<file path="config.mk">
export PLATFORM = sky130hd
export DESIGN_NAME = wb_stage
export DESIGN_NICKNAME = d
export VERILOG_FILES = /design/src/rtl/wb_stage.sv
export SDC_FILE = /design/constraint.sdc
export NUM_CORES = 1
export LEC_CHECK = 0
export CAP_MARGIN = 20
export CORE_AREA = 2 2 194 196
export CTS_BUF_LIST = sky130_fd_sc_hd__clkbuf_4 sky130_fd_sc_hd__clkbuf_8
export CTS_CLUSTER_SIZE = 24
export DETAILED_ROUTE_END_ITERATION = 6
export DIE_AREA = 0 0 196 198
export MAX_ROUTING_LAYER = met4
export PLACE_DENSITY = 0.71
export SKIP_CTS_REPAIR_TIMING = 1
export SYNTH_ARGS = -nofsm -noshare
export SYNTH_HDL_FRONTEND = slang
export SYNTH_SLANG_ARGS = --single-unit
</file>
<file path="constraint.sdc">
create_clock -name clk -period 1.7 [get_ports clk]
set_clock_uncertainty 0.15 [all_clocks]
set_input_delay 0.34 -clock clk [delete_from_list [all_inputs] [get_ports clk]]
set_output_delay 0.34 -clock clk [all_outputs]
set_load 0.02 [all_outputs]
</file>
<file path="src/rtl/wb_stage.sv">
// ---------------------------------------------------------------------------
// wb_stage -- single-entry write-back stage.
//
// Takes one retiring instruction bundle from the LSU stage. On the following
// cycle it presents the GPR, CSR and trap writes unless the register/CSR
// files signal a stall. A trap entry (irqW) writes mepc/mcause and redirects
// the IFU to mtvec. It also counts retired instructions.
//
// Ports
//   clk, rst_n          clock (rising edge), asynchronous active-low reset
//   in_valid/in_ready   handshake with the LSU stage
//   rd1W .. MemRW       32-bit data bundle (rs1 value, ALU result, CSR read
//                       value, pc, immediate, pc+4, load data)
//   irqW, RegwriteDW,   control bundle: trap flag, GPR write-data select,
//   CSRWriteDW          CSR write mode
//   rdW, csr_addrW      destination GPR / CSR
//   wb_stall            register/CSR file cannot take a write this cycle
//   rf_*                GPR write port
//   csr_*               general CSR write port
//   mepc_*, mcause_*    dedicated trap CSR write ports
//   redirect_*          trap redirect to the IFU
//   commit_valid/pc     one-cycle retire pulse and its pc
//   instret             retired-instruction counter
// ---------------------------------------------------------------------------
module wb_stage #(
  parameter logic [31:0] MCAUSE_ECALL = 32'd11,
  parameter int          CNT_W        = 32
) (
  input  logic             clk,
  input  logic             rst_n,
  input  logic             in_valid,
  output logic             in_ready,
  input  logic [31:0]      rd1W,
  input  logic [31:0]      aluresultW,
  input  logic [31:0]      crd1W,
  input  logic [31:0]      pcW,
  input  logic [31:0]      immextW,
  input  logic [31:0]      pc_plus_4W,
  input  logic [31:0]      MemRW,
  input  logic             irqW,
  input  logic [2:0]       RegwriteDW,
  input  logic [1:0]       CSRWriteDW,
  input  logic [4:0]       rdW,
  input  logic [11:0]      csr_addrW,
  input  logic             wb_stall,
  output logic             rf_wen,
  output logic [4:0]       rf_waddr,
  output logic [31:0]      rf_wdata,
  output logic             csr_wen,
  output logic [11:0]      csr_waddr,
  output logic [31:0]      csr_wdata,
  output logic             mepc_wen,
  output logic [31:0]      mepc_wdata,
  output logic             mcause_wen,
  output logic [31:0]      mcause_wdata,
  output logic             redirect_valid,
  output logic [31:0]      redirect_pc,
  output logic             commit_valid,
  output logic [31:0]      commit_pc,
  output logic [CNT_W-1:0] instret
);

  typedef enum logic {S_EMPTY, S_FULL} state_t;

  state_t r_state;
  state_t w_state_next;

  logic [31:0]      r_rd1;
  logic [31:0]      r_alu;
  logic [31:0]      r_crd1;
  logic [31:0]      r_pc;
  logic [31:0]      r_imm;
  logic [31:0]      r_pc4;
  logic [31:0]      r_memr;
  logic             r_irq;
  logic [2:0]       r_rw;
  logic [1:0]       r_csrw;
  logic [4:0]       r_rd;
  logic [11:0]      r_csra;
  logic [CNT_W-1:0] r_instret;

  logic w_capture;
  logic w_commit;
  logic w_rf_sel;

  // The entry can be overwritten whenever it is leaving this cycle, so a
  // non-stalled FULL stage still accepts (back-to-back, no bubble).
  assign in_ready  = (r_state == S_EMPTY) | ~wb_stall;
  assign w_capture = in_valid & in_ready;
  assign w_commit  = (r_state == S_FULL) & ~wb_stall;

  // State register
  always_ff @(posedge clk or negedge rst_n) begin
    if (!rst_n) begin
      r_state <= S_EMPTY;
    end else begin
      r_state <= w_state_next;
    end
  end

  // Next-state logic: a capture always leaves the entry FULL, even when the
  // old entry commits on the same edge.
  always_comb begin
    w_state_next = r_state;
    if (w_capture) begin
      w_state_next = S_FULL;
    end else if (w_commit) begin
      w_state_next = S_EMPTY;
    end
  end

  // Entry storage. Cleared on reset so that every data output reads 0 while
  // reset is held.
  always_ff @(posedge clk or negedge rst_n) begin
    if (!rst_n) begin
      r_rd1  <= '0;
      r_alu  <= '0;
      r_crd1 <= '0;
      r_pc   <= '0;
      r_imm  <= '0;
      r_pc4  <= '0;
      r_memr <= '0;
      r_irq  <= 1'b0;
      r_rw   <= '0;
      r_csrw <= '0;
      r_rd   <= '0;
      r_csra <= '0;
    end else if (w_capture) begin
      r_rd1  <= rd1W;
      r_alu  <= aluresultW;
      r_crd1 <= crd1W;
      r_pc   <= pcW;
      r_imm  <= immextW;
      r_pc4  <= pc_plus_4W;
      r_memr <= MemRW;
      r_irq  <= irqW;
      r_rw   <= RegwriteDW;
      r_csrw <= CSRWriteDW;
      r_rd   <= rdW;
      r_csra <= csr_addrW;
    end
  end

  // Retired-instruction counter, wraps naturally at all-ones.
  always_ff @(posedge clk or negedge rst_n) begin
    if (!rst_n) begin
      r_instret <= '0;
    end else if (w_commit) begin
      r_instret <= r_instret + {{(CNT_W-1){1'b0}}, 1'b1};
    end
  end

  assign instret = r_instret;

  // Write-port outputs
  always_comb begin
    w_rf_sel       = 1'b1;
    rf_wdata       = 32'd0;
    csr_wdata      = r_rd1;
    rf_wen         = 1'b0;
    csr_wen        = 1'b0;
    mepc_wen       = 1'b0;
    mcause_wen     = 1'b0;
    mcause_wdata   = 32'd0;
    redirect_valid = 1'b0;
    commit_valid   = 1'b0;

    case (r_rw)
      3'b001:  rf_wdata = r_alu;
      3'b010:  rf_wdata = r_memr;
      3'b011:  rf_wdata = r_pc4;
      3'b100:  rf_wdata = r_imm;
      3'b101:  rf_wdata = r_crd1;
      default: w_rf_sel = 1'b0;
    endcase

    // Mode 10 is the set-bits form: old CSR value OR rs1.
    if (r_csrw == 2'b10) begin
      csr_wdata = r_crd1 | r_rd1;
    end

    if (w_commit) begin
      commit_valid = 1'b1;
      // x0 is hard-wired zero, so its writes are dropped here.
      rf_wen       = w_rf_sel & (r_rd != 5'd0);
      if (r_irq) begin
        // A trap entry takes the trap CSRs instead of the general CSR port;
        // crd1 carries mtvec for this entry.
        mepc_wen       = 1'b1;
        mcause_wen     = 1'b1;
        mcause_wdata   = MCAUSE_ECALL;
        redirect_valid = 1'b1;
      end else begin
        csr_wen = (r_csrw == 2'b01) | (r_csrw == 2'b10);
      end
    end
  end

  assign rf_waddr    = r_rd;
  assign csr_waddr   = r_csra;
  assign mepc_wdata  = r_pc;
  assign redirect_pc = r_crd1;
  assign commit_pc   = r_pc;

endmodule

</file>
==> impl_metrics.json, run 1 <==
{
  "status": "finished, violations left",
  "violations": "negative setup slack",
  "yosys_warnings": 0,
  "cp.required_ns": 1.21,
  "syn_to_final_growth_pct": 73.6,
  "initial_core_util_pct": 33.7,
  "synth_area_leader_cell": "dfrtp_1",
  "ys_ff_latch": 280,
  "die_x_microns": 196,
  "ir_drop_mv": 0.668,
  "synth-edff-count": 0,
  "rrSetupSlack_ns": -0.33,
  "total_power_uw": 23200,
  "cts_tree": "done",
  "power_density_nw_per_um2": 1080,
  "routed_via_density": 4.81,
  "gp_congestion": 0.858,
  "synthFlopType": "dfrtp_1",
  "wl_met3_microns": 3170,
  "drv_slew": 0,
  "grt_setup_unrepaired": "true",
  "io_pins": 499,
  "setup-violations-final": 388,
  "final_nets": 1830,
  "critical_path.endpoint_type": "output pin",
  "ys_seq_area_share_pct": 56.3,
  "met2_length_microns": 22500,
  "grt_first_pass_wirelength_microns": 59200,
  "hold_class": "in -> async",
  "worstSetupPathType": "reg -> out",
  "core-area_sq_um": 37000,
  "antenna_found_initial": 6,
  "crit_path_start_kind": "register",
  "cts-root-buf": "clkbuf_8",
  "synth.avg_cell_area_sq_um": 13.6,
  "rows": 71,
  "drt-initial-drc-count": 317,
  "drv_cap": 0,
  "firstDrtPassIters": 4,
  "fmax_ghz": 0.364,
  "synth_commonest_cells": "dfrtp_1, mux2_2, buf_4",
  "fin_ws_ns": -1.05,
  "clkLatencyLatePin_ns": 0.62,
  "p_leak_uw": 0.00992,
  "final.setup.tns_ns": -122.88,
  "utilization_pct": 58.4,
  "htree_levels": 2,
  "placed_cells_incl_taps": 1892,
  "drive_above_1_share_pct": 52.3,
  "synth_area_leaders": "dfrtp_1, mux2_2, buf_4",
  "die_y_microns": 198,
  "top_layer": "met4",
  "wl_met1_microns": 19000,
  "fin_crit_sh_pct": 162,
  "wire_per_inst_microns": 21.9,
  "final_cells": 2097,
  "grt_usage_pct": 20.7,
  "cts.sinks": 280,
  "cts_buffers": 52,
  "arrival_ns": 2.26,
  "period_needed_ns": 2.75,
  "post-dp-hpwl_microns": 30000,
  "num_vias": 10100,
  "yosysUniqueCellTypes": 35,
  "wl_microns": 45900,
  "port-buffer-count": 469,
  "grt_pass1_vias": 10100,
  "cp_max_fo": 15,
  "grt-ovfl-total": 0,
  "async_flop_share_pct": 100,
  "synth_cells": 912,
  "dieArea_sq_um": 38800,
  "drc": 0,
  "syn_area_sq_um": 12400,
  "grt_max_degree": 43,
  "ant_nets": 0,
  "yosysMostFrequentCell": "dfrtp_1",
  "whs_ns": 0.0623,
  "cts_buffer_depth": 3,
  "hold_viol": 0,
  "synth_top_area_share_pct": 56.3,
  "clk_pin_slew_worst_paths_ns": 0.06
}
## per-layer routing
metal / track usage [%] / up-vias
met1: 24.7 / 5055
li1: - / 4524
met4: 8.95 / 0
met3: 5.40 / 73
met2: 33.4 / 427
met5: - / -
## area by class of cell
type	instances	area, sq um
Clock buffer	83	1050
Sequential cell	280	7040
Inverter	5	33.8
Tap cell	474	593
Timing Repair Buffer	697	7460
Multi-Input combinational cell	541	5280
Clock inverter	11	119
Antenna cell	6	15.0
Fill cell	2997	15400
## critical path: stages (launching register included)
cell and delay, ns:
dfrtp_2 0.47, nor3b_4 0.21, buf_6 0.15, buf_12 0.15
nand2_1 0.07, o21ai_1 0.19, a221o_1 0.16, dlymetal6s2s_1 0.22
## cell usage in the layout, fill, tap and decap left out, types with 4 or more instances in the layout
master / netlist / routed
dfrtp_1: 280 / 254
clkdlybuf4s50_1: 0 / 249
buf_6: 0 / 201
mux2_2: 245 / 165
buf_4: 66 / 147
mux2_4: 0 / 80
clkbuf_8: 0 / 68
nand2_1: 49 / 48
a21o_1: 32 / 32
a221o_1: 31 / 31
conb_1: 1 / 29
xnor2_1: 27 / 27
dfrtp_2: 0 / 26
clkbuf_16: 0 / 25
buf_12: 0 / 25
mux2i_1: 32 / 24
buf_2: 37 / 20
o21ai_1: 16 / 18
clkbuf_4: 0 / 16
clkbuf_2: 0 / 13
nand4_1: 10 / 10
nand3_1: 10 / 10
o21ai_0: 17 / 9
mux2i_2: 0 / 7
diode_2: 0 / 6
o21ai_2: 0 / 6
buf_16: 0 / 6
nor2_1: 6 / 5
clkinv_2: 0 / 5
buf_8: 0 / 5
xor2_1: 4 / 4
dlymetal6s2s_1: 0 / 4
## state kept, by name (all words and copies together) (netlist names), 5 cells and up
signal / count
redirect_pc: 32
csr_waddr: 12
r_imm: 32
r_alu: 32
rf_waddr: 5
r_pc4: 32
commit_pc: 32
r_rd1: 32
instret: 32
r_memr: 32
## power breakdown
group	internal [uW]	switching, uW
sequential	7630	795
combinational	4290	3310
clock	4220	3010
total	16100	7110
## cell families (layout without fill, tap and decap cells)
group | Yosys count | in the layout | share of synthesized area, %
xor+xnor | 31 | 31 | 2.18
flops | 280 | 280 | 56.3
mux | 277 | 277 | 24.8
fa+ha+maj | 2 | 2 | 0.201
compound gates | 99 | 99 | 5.95
other cells | 1 | 35 | 0.0302
simple gates | 103 | 103 | 4.59
buf+inv | 119 | 796 | 5.96
## metrics by stage
stage                     setup WS (ns)  instance area, sq um
after detailed placement         -0.928                 18400
after global placement           -0.846                 18400
after CTS                         -1.65                 19600
after floorplan                 -0.0678                 12800
final                             -1.05                 21600
after global routing              -1.16                 21600
## final timing paths
kind | cells past startpoint | from | endpoint
max | 7 | r_rw[0] | rf_wdata[2]
min | 2 | rst_n | redirect_pc[29]
max reg2reg | 6 | r_state | redirect_pc[6]
min reg2reg | 1 | r_alu[11] | r_alu[11]
max in group asynchronous | 3 | rst_n | r_pc4[21]
min in group clk | 3 | CSRWriteDW[0] | r_csrw[0]
Power figures use the tool's default switching activity.
==> inputs of run 2 (changes only) <==
Settings changed: ABC_AREA set to 1, CAP_MARGIN 20 to 30, CORE_AREA 2 2 194 196 to 2 2 192 194, DIE_AREA 0 0 196 198 to 0 0 194 196, PLACE_DENSITY 0.71 to 0.74.
==> impl_metrics.json, run 2 <==
{
  "p_leak_uw": 0.00967,
  "gp_congestion": 0.892,
  "cp_max_fo": 14,
  "cp_num_buf_inv": 4,
  "grt_first_pass_wirelength_microns": 65400,
  "grt-ovfl-total": 0,
  "htree_levels": 2,
  "async_flop_share_pct": 100,
  "synth_cells": 1165,
  "drt-initial-drc-count": 450,
  "fmax_ghz": 0.383,
  "drive_above_1_share_pct": 43.0,
  "antenna_found_initial": 0,
  "drc": 0,
  "worstReg2RegEnd": "instret[19]",
  "cts_buffer_depth": 3,
  "critPathTopFamily": "buffers and inverters",
  "worstSetupPathType": "reg -> out",
  "drv_cap": 0,
  "seqPwrFrac_pct": 37.6,
  "synthFlopType": "dfrtp_1",
  "crit_path_frequent_cell": "buf_12",
  "cp_slowest_cell": "dfrtp_2",
  "synth-edff-count": 0,
  "ir_drop_mv": 0.775,
  "cts-root-buf": "clkbuf_8",
  "dp_slack_ns": -0.853,
  "r2r_cells": 9,
  "hold_viol": 0,
  "post-dp-hpwl_microns": 33500,
  "rrSetupSlack_ns": -0.18,
  "die_x_microns": 194,
  "max_slew.worst_pin.slew_ns": 0.867,
  "synth_top_area_share_pct": 54.1,
  "violations": "negative setup slack",
  "cts.sinks": 280,
  "yosys_warnings": 0,
  "cp.required_ns": 1.21,
  "clk_pin_slew_worst_paths_ns": 0.06,
  "internal-power_uw": 15200,
  "yosysUniqueCellTypes": 30,
  "io_pins": 499,
  "setup-violations-final": 322,
  "power_density_nw_per_um2": 1050,
  "ys_seq_area_share_pct": 54.1,
  "syn_to_final_growth_pct": 63.8,
  "crit_path_start_kind": "register",
  "grt_pass1_vias": 11500,
  "combPwrFrac_pct": 32.7,
  "rr_startpoint": "r_state",
  "dieArea_sq_um": 38000,
  "slew_headroom_pct": 42.1,
  "layout_commonest_cell": "dfrtp_1",
  "period_needed_ns": 2.61,
  "final.setup.tns_ns": -59.90,
  "switchingPower_uw": 7120,
  "cts_tree": "done",
  "port-buffer-count": 469,
  "synth.avg_cell_area_sq_um": 11.1,
  "syn_area_sq_um": 12900,
  "ant_nets": 0,
  "fin_ws_ns": -0.910,
  "rows": 70,
  "grt_setup_unrepaired": "true",
  "die_y_microns": 196,
  "initial_core_util_pct": 35.9,
  "n_fill_cell": 2953,
  "critical_path.endpoint_type": "output pin",
  "yosysMostFrequentCell": "dfrtp_1",
  "clock_power_share_pct": 29.7,
  "grt_usage_pct": 23.3,
  "multiInputGateArea_sq_um": 5320,
  "arrival_ns": 2.12,
  "max_stage_delay_ns": 0.46,
  "whs_ns": 0.0889,
  "design_area_sq_um": 21200,
  "fin_crit_sh_pct": 154,
  "core-area_sq_um": 36100,
  "hold_class": "in -> async",
  "routed_via_density": 4.89,
  "regArea_sq_um": 7030,
  "synth_commonest_cells": "dfrtp_1, mux2_2, nand2_1",
  "status": "finished, violations left",
  "final_cell_mix": "dfrtp_1, clkdlybuf4s50_1, mux2_2",
  "firstDrtPassIters": 5,
  "ys_ff_latch": 280,
  "synth_area_leader_cell": "dfrtp_1",
  "wl_microns": 48400,
  "drv_slew": 0,
  "clkLatencyLatePin_ns": 0.62,
  "num_vias": 11200,
  "synth_area_leaders": "dfrtp_1, mux2_2, nand2_1",
  "switching_share_pct": 31.9,
  "grt_max_degree": 64,
  "path_cells": "nor2_4 > nand2_2 > buf_12 > buf_12 > o21ai_1 > inv_1 > nand4_1 > buf_4",
  "final_nets": 2041,
  "placed_cell_area_sq_um": 18600,
  "wire_per_inst_microns": 21.2,
  "cts_buffers": 49
}
run 2: cell types whose count changed in the layout (fill, tap and decap cells not counted), sizes merged, moves of 20 or more:
cell | before | now
nand4 | 12 | 41
a21o | 32 | 0
a221o | 31 | 0
mux2 | 245 | 210
mux2i | 32 | 0
buf | 404 | 381
o21bai | 0 | 32
nand3 | 10 | 54
nor2 | 6 | 73
xnor2 | 27 | 7
a21oi | 0 | 41
inv | 7 | 98
nand2 | 49 | 154
run 2: area by class of cell:
class                   instances  area share (%)
inverters                      97            1.78
well taps                     468            2.76
diodes                          1          0.0118
clock buffers                  77            4.59
clock inverters                 6           0.307
repair buffers                659            32.3
multi-input cells             701            25.1
flip-flops and latches        280            33.2
run 2: per-layer routing:
metal	share of wire [%]	up-vias	GRT usage, %
met1	36	5501	24.2
met4	3.9	0	9.99
met3	7.5	112	6.38
met2	52	530	41.4
met5	0	-	-
li1	-	5051	-
run 2: stage by stage:
step                std cells  utilization, %  total power [uW]
finish                   2289            58.7             22300
global placement         2127            51.6             14800
CTS                      2210            54.5             21700
global route             2288            58.7             23300
detailed placement       2127            51.6             14900
floorplan                1193               -             11400
run 2: how the worst max path moves through the flow:
stage,from,cells after the start,to
6_report,r_rw[1],8,rf_wdata[14]
2_1_floorplan,r_rw[2],4,rf_wdata[0]
5_1_grt,r_rw[1],7,rf_wdata[6]
3_3_place_gp,r_rw[1],7,rf_wdata[4]
4_1_cts,r_rw[1],7,rf_wdata[4]
3_5_place_dp,r_rw[1],7,rf_wdata[4]
run 2: power groups by stage:
stage / Clock (uW) / Combinational (uW) / Sequential, uW
global placement: 0 / 6510 / 8330
CTS: 6770 / 6610 / 8260
finish: 6620 / 7290 / 8380
global route: 7060 / 7720 / 8490
detailed placement: 0 / 6580 / 8370
floorplan: 0 / 2790 / 8630
run 2: kinds of logic after synthesis:
group                    share of synthesized area, %
AND/OR/NAND/NOR                                  11.7
flip-flops                                       54.1
buffers and inverters                            9.58
multiplexers                                     18.3
AO/OA/AOI/OAI                                    4.62
XOR/XNOR                                         1.49
adder cells (fa/ha/maj)                         0.193
other                                          0.0290
run 2: worst reg2reg max path: cells and delay by family, from the launching register on:
| kind | cells | cell delay, ns |
|---|---|---|
| xor gates and xnor gates | 1 | 0.16 |
| buffers and inverters | 4 | 0.39 |
| DFF | 1 | 0.38 |
| and+or+nand+nor | 4 | 0.68 |
==> inputs of run 3 (changes only) <==
Settings changed: CTS_CLUSTER_DIAMETER set to 200.
==> impl_metrics.json, run 3 (synthesis results as in run 2) <==
{
  "gp_congestion": 0.892,
  "switchingPower_uw": 6480,
  "drive_above_1_share_pct": 43.6,
  "switching_share_pct": 34.5,
  "cts_tree": "done",
  "drv_slew": 0,
  "hold_viol": 0,
  "routed_via_density": 4.92,
  "worstSetupPathType": "reg -> out",
  "fmax_ghz": 0.390,
  "cts.sinks": 280,
  "max_slew.worst_pin.slew_ns": 0.682,
  "drc": 0,
  "initial_core_util_pct": 35.9,
  "worstReg2RegEnd": "r_alu[14]",
  "rr_startpoint": "r_state",
  "fin_crit_sh_pct": 151,
  "drv_cap": 0,
  "dieArea_sq_um": 38000,
  "grt_pass1_vias": 11100,
  "status": "finished, violations left",
  "seqPwrFrac_pct": 44.5,
  "cts-root-buf": "clkbuf_8",
  "rows": 70,
  "die_y_microns": 196,
  "r2r_cells": 7,
  "fin_ws_ns": -0.867,
  "violations": "negative setup slack",
  "post-dp-hpwl_microns": 33500,
  "cts_buffers": 15,
  "grt-ovfl-total": 0,
  "wl_microns": 48200,
  "ant_nets": 0,
  "port-buffer-count": 469,
  "drt-initial-drc-count": 468,
  "syn_to_final_growth_pct": 58.8,
  "combPwrFrac_pct": 39.5,
  "clk_pin_slew_worst_paths_ns": 0.14,
  "setup-violations-final": 217,
  "rrSetupSlack_ns": -0.10,
  "internal-power_uw": 12300,
  "wire_per_inst_microns": 21.6,
  "period_needed_ns": 2.57,
  "hold_class": "in -> async",
  "layout_commonest_cell": "dfrtp_1",
  "clkLatencyLatePin_ns": 0.55,
  "cts_buffer_depth": 3,
  "grt_first_pass_wirelength_microns": 63700,
  "cp_max_fo": 7,
  "critical_path.endpoint_type": "output pin",
  "grt_max_degree": 64,
  "die_x_microns": 194,
  "antenna_found_initial": 0,
  "dp_slack_ns": -0.853,
  "power_density_nw_per_um2": 914,
  "crit_path_start": "r_rw[1]",
  "ir_drop_mv": 0.747,
  "cp.required_ns": 1.21,
  "final_nets": 2015,
  "htree_levels": 1,
  "crit_path_start_kind": "register",
  "whs_ns": 0.119,
  "grt_setup_unrepaired": "true",
  "final_cell_mix": "dfrtp_1, clkdlybuf4s50_1, mux2_2",
  "grt_usage_pct": 22.4,
  "io_pins": 499,
  "arrival_ns": 2.08,
  "slew_headroom_pct": 54.3,
  "core-area_sq_um": 36100,
  "critPathCapture": "rf_wdata[16]",
  "firstDrtPassIters": 5,
  "clock_power_share_pct": 16.0,
  "p_leak_uw": 0.00941,
  "num_vias": 11000
}
## run 3: cell count changes in the layout (fill, tap and decap cells not counted), moves of 10 or more
| cell | before | now |
|---|---|---|
| clkbuf_8 | 63 | 15 |
| nand3_2 | 9 | 20 |
| mux2_2 | 188 | 170 |
| nand2_1 | 132 | 122 |
| clkbuf_4 | 15 | 2 |
| o21ai_1 | 23 | 12 |
| buf_2 | 24 | 5 |
| buf_4 | 152 | 130 |
| o21ai_2 | 6 | 16 |
| buf_6 | 170 | 143 |
| mux2_4 | 2 | 22 |
| nand3_1 | 44 | 30 |
| clkbuf_2 | 11 | 81 |
## run 3: layout make-up
type	count	area (sq um)
fillers	3007	15500
diodes	1	2.50
well taps	468	586
repair buffers	670	6810
flip-flops and latches	280	7030
inverters	97	372
multi-input cells	698	5520
clock buffers	17	221
clock inverters	2	16.3
## run 3: per-stage QoR
stage	utilization (%)	setup TNS [ns]	std cells	power [uW]	instance area (sq um)
3_3_place_gp	51.6	-164.79	2127	14800	18600
2_1_floorplan	-	-2.30	1193	11400	13100
3_5_place_dp	51.6	-170.43	2127	14900	18600
6_report	57.0	-49.26	2233	18800	20600
5_1_grt	57.0	-66.45	2232	19600	20600
4_1_cts	52.3	-159.57	2146	18000	18900
## run 3: power groups by stage
stage	sequential [uW]	combinational (uW)	clock [uW]
finish	8360	7410	3000
global route	8470	7830	3300
CTS	8240	6610	3110
detailed placement	8370	6580	0
global placement	8330	6510	0
floorplan	8630	2790	0
## run 3: worst min-delay path by stage
stage	start	endpoint	cells after the start	slack (ns)
2_1_floorplan	rst_n	commit_pc[0]	0	-0.11
3_3_place_gp	rst_n	r_alu[21]	1	0.17
3_5_place_dp	rst_n	r_alu[21]	1	0.17
4_1_cts	rst_n	r_alu[25]	1	-0.47
5_1_grt	rst_n	r_alu[25]	2	0.13
6_report	rst_n	r_alu[25]	2	0.12
## run 3: routing by layer
layer / vias to the layer above / GRT usage [%] / wire length, microns
met3: 83 / 4.16 / 2720
li1: 4970 / - / -
met4: 0 / 8.70 / 2020
met2: 459 / 40.4 / 25200
met5: - / - / 0
met1: 5467 / 24.3 / 18200
## run 3: worst max-delay path, stage by stage, from the launching register on
cell,delay [ns]
dfrtp_2,0.48
nor2_4,0.17
nand2_4,0.12
buf_12,0.16
buf_12,0.12
o21ai_1,0.10
inv_1,0.05
nand4_1,0.14
buf_4,0.17
